--- src/rtl/vga_controller.sv ---
// VGA raster timing generator: 12-bit x/y counters plus one registered output stage.
// Optional VGA_FRAME_TICK_EN builds a one-clock frame_tick at the start of vertical blanking.
module vga_controller #(
  parameter int H_VISIBLE = 640,
  parameter int H_FRONT   = 16,
  parameter int H_SYNC    = 96,
  parameter int H_BACK    = 48,
  parameter int V_VISIBLE = 480,
  parameter int V_FRONT   = 10,
  parameter int V_SYNC    = 2,
  parameter int V_BACK    = 33
) (
  input  logic        CLOCK_25,
  input  logic        RESET_N,
  input  logic [2:0]  color,
  output logic [11:0] x,
  output logic [11:0] y,
  output logic        video_on,
  output logic        hsync,
  output logic        vsync,
  output logic        vga_r,
  output logic        vga_g,
  output logic        vga_b,
  output logic        frame_tick
);

  localparam logic [11:0] H_TOTAL  = 12'(H_VISIBLE + H_FRONT + H_SYNC + H_BACK);
  localparam logic [11:0] V_TOTAL  = 12'(V_VISIBLE + V_FRONT + V_SYNC + V_BACK);
  localparam logic [11:0] H_VIS    = 12'(H_VISIBLE);
  localparam logic [11:0] V_VIS    = 12'(V_VISIBLE);
  localparam logic [11:0] HS_START = 12'(H_VISIBLE + H_FRONT);
  localparam logic [11:0] HS_END   = 12'(H_VISIBLE + H_FRONT + H_SYNC);
  localparam logic [11:0] VS_START = 12'(V_VISIBLE + V_FRONT);
  localparam logic [11:0] VS_END   = 12'(V_VISIBLE + V_FRONT + V_SYNC);

  function automatic logic in_window(input logic [11:0] v, input logic [11:0] lo,
                                     input logic [11:0] hi);
    return (v >= lo) && (v < hi);
  endfunction

  logic [11:0] x_p0;
  logic [11:0] y_p0;
  logic        x_wrap;
  logic        vis_p0;

  // Stage p0: raster counters; >= comparisons also recover from out-of-range values
  assign x_wrap = (x_p0 >= H_TOTAL - 12'd1);
  assign vis_p0 = (x_p0 < H_VIS) && (y_p0 < V_VIS);

  always_ff @(posedge CLOCK_25) begin
    if (!RESET_N) begin
      x_p0 <= '0;
      y_p0 <= '0;
    end else begin
      x_p0 <= x_wrap ? 12'd0 : x_p0 + 12'd1;
      if (y_p0 >= V_TOTAL)
        y_p0 <= '0;
      else if (x_wrap)
        y_p0 <= (y_p0 >= V_TOTAL - 12'd1) ? 12'd0 : y_p0 + 12'd1;
    end
  end

  assign x        = x_p0;
  assign y        = y_p0;
  assign video_on = vis_p0;

  // Stage p1: pin registers, all sampled from the same (x,y)
  logic       hsync_p1;
  logic       vsync_p1;
  logic [2:0] rgb_p1;

  always_ff @(posedge CLOCK_25) begin
    if (!RESET_N) begin
      hsync_p1 <= 1'b1;
      vsync_p1 <= 1'b1;
      rgb_p1   <= '0;
    end else begin
      hsync_p1 <= ~in_window(x_p0, HS_START, HS_END);
      vsync_p1 <= ~in_window(y_p0, VS_START, VS_END);
      rgb_p1   <= color & {3{vis_p0}};
    end
  end

  assign hsync = hsync_p1;
  assign vsync = vsync_p1;
  assign vga_r = rgb_p1[2];
  assign vga_g = rgb_p1[1];
  assign vga_b = rgb_p1[0];

`ifdef VGA_FRAME_TICK_EN
  logic tick_p1;

  always_ff @(posedge CLOCK_25) begin
    if (!RESET_N)
      tick_p1 <= 1'b0;
    else
      tick_p1 <= (x_p0 == 12'd0) && (y_p0 == V_VIS);
  end

  assign frame_tick = tick_p1;
`else
  assign frame_tick = 1'b0;
`endif

endmodule

--- config.mk ---
export PLATFORM = sky130hd
export DESIGN_NAME = vga_controller
export DESIGN_NICKNAME = d
export VERILOG_FILES = /design/src/rtl/vga_controller.sv
export SDC_FILE = /design/constraint.sdc
export NUM_CORES = 1
export LEC_CHECK = 0
export BUFFER_PORTS_ARGS = -buffer_cell sky130_fd_sc_hd__buf_2
export CORE_ASPECT_RATIO = 1.4
export CORE_UTILIZATION = 56
export CTS_CLUSTER_SIZE = 12
export DETAILED_ROUTE_END_ITERATION = 10
export PLACE_DENSITY = 0.82
export RECOVER_POWER = 100
export SLEW_MARGIN = 5
export SYNTH_ARGS = -nofsm -noshare
export SYNTH_HDL_FRONTEND = slang
export SYNTH_SLANG_ARGS = --single-unit
--- constraint.sdc ---
create_clock -name CLOCK_25 -period 3.6 [get_ports CLOCK_25]
set_clock_uncertainty 0.05 [all_clocks]
set_input_delay 0.72 -clock CLOCK_25 [delete_from_list [all_inputs] [get_ports CLOCK_25]]
set_output_delay 0.72 -clock CLOCK_25 [all_outputs]
set_load 0.02 [all_outputs]
==> summary.txt <==
Total congestion overflow - 0
Arrival time reported for the critical path endpoint - 1.57 ns
Number of cell instances on the worst register-to-register path - 5
Pin count of the biggest net entering global routing - 16
Antenna violations before repair - 0
Vert. Die Dim - 61.7 um
Placed Instances - 223
Worst-case hold path end point - y[9]
Synth area leader - dfxtp_1
Worst VDD drop - 0.326 mV
Count of cell types in the netlist - 46
Sequential-to-total area share from yosys stat - 40.7%
Via count of the first global-routing pass - 1,234
Cell row count - 21
Final critical delay including setup and external delays - 2.34 ns
Detailed-route via count - 1,350
Wirelength per Cell - 14.8 um
Clock Pin Slew Worst Setup and Hold Paths - 0.10 ns
Number of instances resized during post-cts repair - 0
Number of design-rule violations left by the first detailed-router iteration - 37
Effective utilization at floorplan - 59.6%
Yosys top cell area share - 40.7%
Fraction of layout cells with a size suffix above 1 - 9.64%
Critical path startpoint category - flop
Clk network pwr share - 38.6%
Num CTS Buffers - 5
Number of design rule violations left after detail routing - 0
Port Buffers - 34
Area growth from synthesis to layout - 15.1%
Wire length of the first global-routing pass - 5500 um
Reported max-cap violation count - 0
Maximum fanout along the worst path - 4
Number of warnings printed during yosys synthesis - 0
CTS tree - built
Cell internal pwr - 446 uW
Kind of end point of the critical path - output pin
Final worst path period share - 64.9%
Upper clock frequency limit - 0.428 GHz
Gate Count Post-Synth - 157
Combinational share of power - 5.4%
Number of failing setup endpoints in the final timing report - 0
Die Width - 44.6 um
Leakage power summed over all cells - 0.000567 uW
Post-route non-filler standard cell count - 231
Actual slew at the worst max-slew pin - 0.998 ns
Count of endpoints failing hold in the final timing report - 0
Post-detailed-placement half-perimeter wirelength - 2450 um
Smallest hold slack - 0.464 ns
Cell Chain, Critical Path - nor3_1, nand3_1, nor2_1, clkbuf_1
Synthesized area divided by synthesized cell count - 9.08 um^2
Worst endpoint required time - 2.83 ns
Buffers from clock root to sink, at most - 2
Floorplan die area - 2750 um^2
Fraction of power consumed by sequential logic - 56.0%
Total global-route track usage - 27.5%
Cell area after synthesis - 1430 um^2
Register bit count reported by yosys - 29
Number of enable flip-flop cells after synthesis - 0
R2R Path Start - x[0]
WS Path Type - flop to output pin
Max-slew violation count - 0
Wire length after detailed routing - 3420 um
Net switching component of the power - 141 uW
Router iterations before antenna repair - 4
Worst Path Buf+Inv - 1
Hold depth - 2
Setup TNS Final - 0 ns
Leading post-synthesis cells by cell area - dfxtp_1, ha_1, nand3_1
Post-cts hold buffer count - 0
# nets final - 207
Dominant synthesized flop cell - dfxtp_1
Worst hold path type - flop to flop
CP delay by family, top - simple AND/OR/NAND/NOR gates
Buffers inserted by post-CTS timing repair - 0
Worst slew margin - 33.2%
Share of total power consumed by net switching - 24.0%
Hold path startpoint - y[9]
Root Buffer Master - clkbuf_4
Last weighted congestion value of the routability-driven placer - 0.862
Total I/O pin count - 36
Clock insertion delay at the later pin of the skew report - 0.34 ns
Delay of the slowest critical-path stage - 0.36 ns
Area of the core region - 2390 um^2
Unrepaired setup endpoints after global routing - no
H-tree levels - 2
FF-to-FF setup slack - 1.34 ns
Total of fill cells in the finished design - 238
Post-layout total power - 586 uW
Asr flop ratio synth - 0%
Cell area power density - 357 nW/um^2
Share of the core filled with cells - 68.6%
DR vias/cell - 5.84
Antenna violation net count after detailed routing - 0
Clock Sinks - 29
Destination of the worst register-to-register timing path - x[5]
Run status - finished clean
ANT cells - 0
Slowest CP cell - dfxtp_1
## metrics by stage
| stage | instance area [um^2] | worst slack, ns |
|---|---|---|
| 2_1_floorplan | 1440 | 1.69 |
| 3_3_place_gp | 1610 | 1.62 |
| 3_5_place_dp | 1610 | 1.52 |
| 4_1_cts | 1680 | 1.33 |
| 5_1_grt | 1640 | 1.10 |
| 6_report | 1640 | 1.26 |
## tightest hold or removal path, stage by stage, from the launching register on
cell	delay, ns
dfxtp_1	0.36
inv_1	0.06
a211oi_1	0.05
## per-layer routing
| metal | vias up | routed length (um) | part of all wire [%] | global-route usage, % |
|---|---|---|---|---|
| met5 | - | 0 | 0 | 0 |
| met4 | 0 | 135 | 3.9 | 18.6 |
| met3 | 11 | 207 | 6.1 | 6.65 |
| met2 | 61 | 1760 | 51 | 45.4 |
| met1 | 629 | 1320 | 39 | 31.2 |
| li1 | 649 | - | - | - |
## cell usage in the layout, fill, tap and decap left out, types with 4 or more instances in the layout
cell,n
nand4_1,8
ha_1,6
clkbuf_1,30
nand3_1,14
a21oi_1,5
nand2_1,8
xor2_1,4
buf_2,4
conb_1,5
nor3_1,4
nor2_1,14
dfxtp_1,29
inv_1,8
clkbuf_4,5
o21ai_0,4
## how the worst max path moves through the flow
stage / from / end / slack, ns / cells after the start
2_1_floorplan: x[0] / y[8] / 1.69 / 5
3_3_place_gp: x[0] / x[5] / 1.62 / 5
3_5_place_dp: x[0] / x[5] / 1.52 / 5
4_1_cts: y[9] / video_on / 1.33 / 4
5_1_grt: y[9] / video_on / 1.10 / 4
6_report: y[9] / video_on / 1.26 / 4
## synthesized netlist by cell type, drive strengths merged, types with 2 or more instances
master,n
dfxtp,29
nand3,15
nor2,14
inv,8
nand2,8
nand4,8
ha,6
a21oi,5
buf,4
nor3,4
o21ai,4
xor2,4
a211o,3
a211oi,3
a22oi,3
and2,3
and4,3
o2111ai,3
a21o,2
a31oi,2
clkbuf,2
nand3b,2
nor4,2
o22ai,2
or2,2
or3,2
or4,2
xnor2,2
## area by class of cell
cell class	instances	area, um^2	area share (%)
inverter	8	30.0	1.83
timing repair buffer	34	133	8.09
clock buffer	7	65.1	3.97
tap	34	42.5	2.59
clock inverter	1	5.00	0.305
multi-input combinational	118	785	47.8
sequential	29	581	35.4
## kinds of logic (layout without fill, tap and decap cells)
group	Yosys count	in the layout	share of synthesized area (%)
flip-flops	29	29	40.7
buffers and inverters	14	50	4.92
adder cells (fa/ha/maj)	6	6	5.27
AND/OR/NAND/NOR	68	68	27.1
other	1	5	0.263
AO/OA/AOI/OAI	33	33	18.0
XOR/XNOR	6	6	3.69
## power groups by stage
stage	clock (uW)	combinational, uW	sequential, uW
after floorplan	0	19.0	340
after global placement	0	32.0	335
after detailed placement	0	32.6	336
after CTS	232	32.7	328
after global routing	245	35.2	329
final	226	31.7	328
## state kept, by name (all words and copies together) (netlist names)
signal and count:
hsync 1, rgb_p1 3, vsync 1, x 12
y 12
Note: power is estimated with default switching activity, not from simulation.
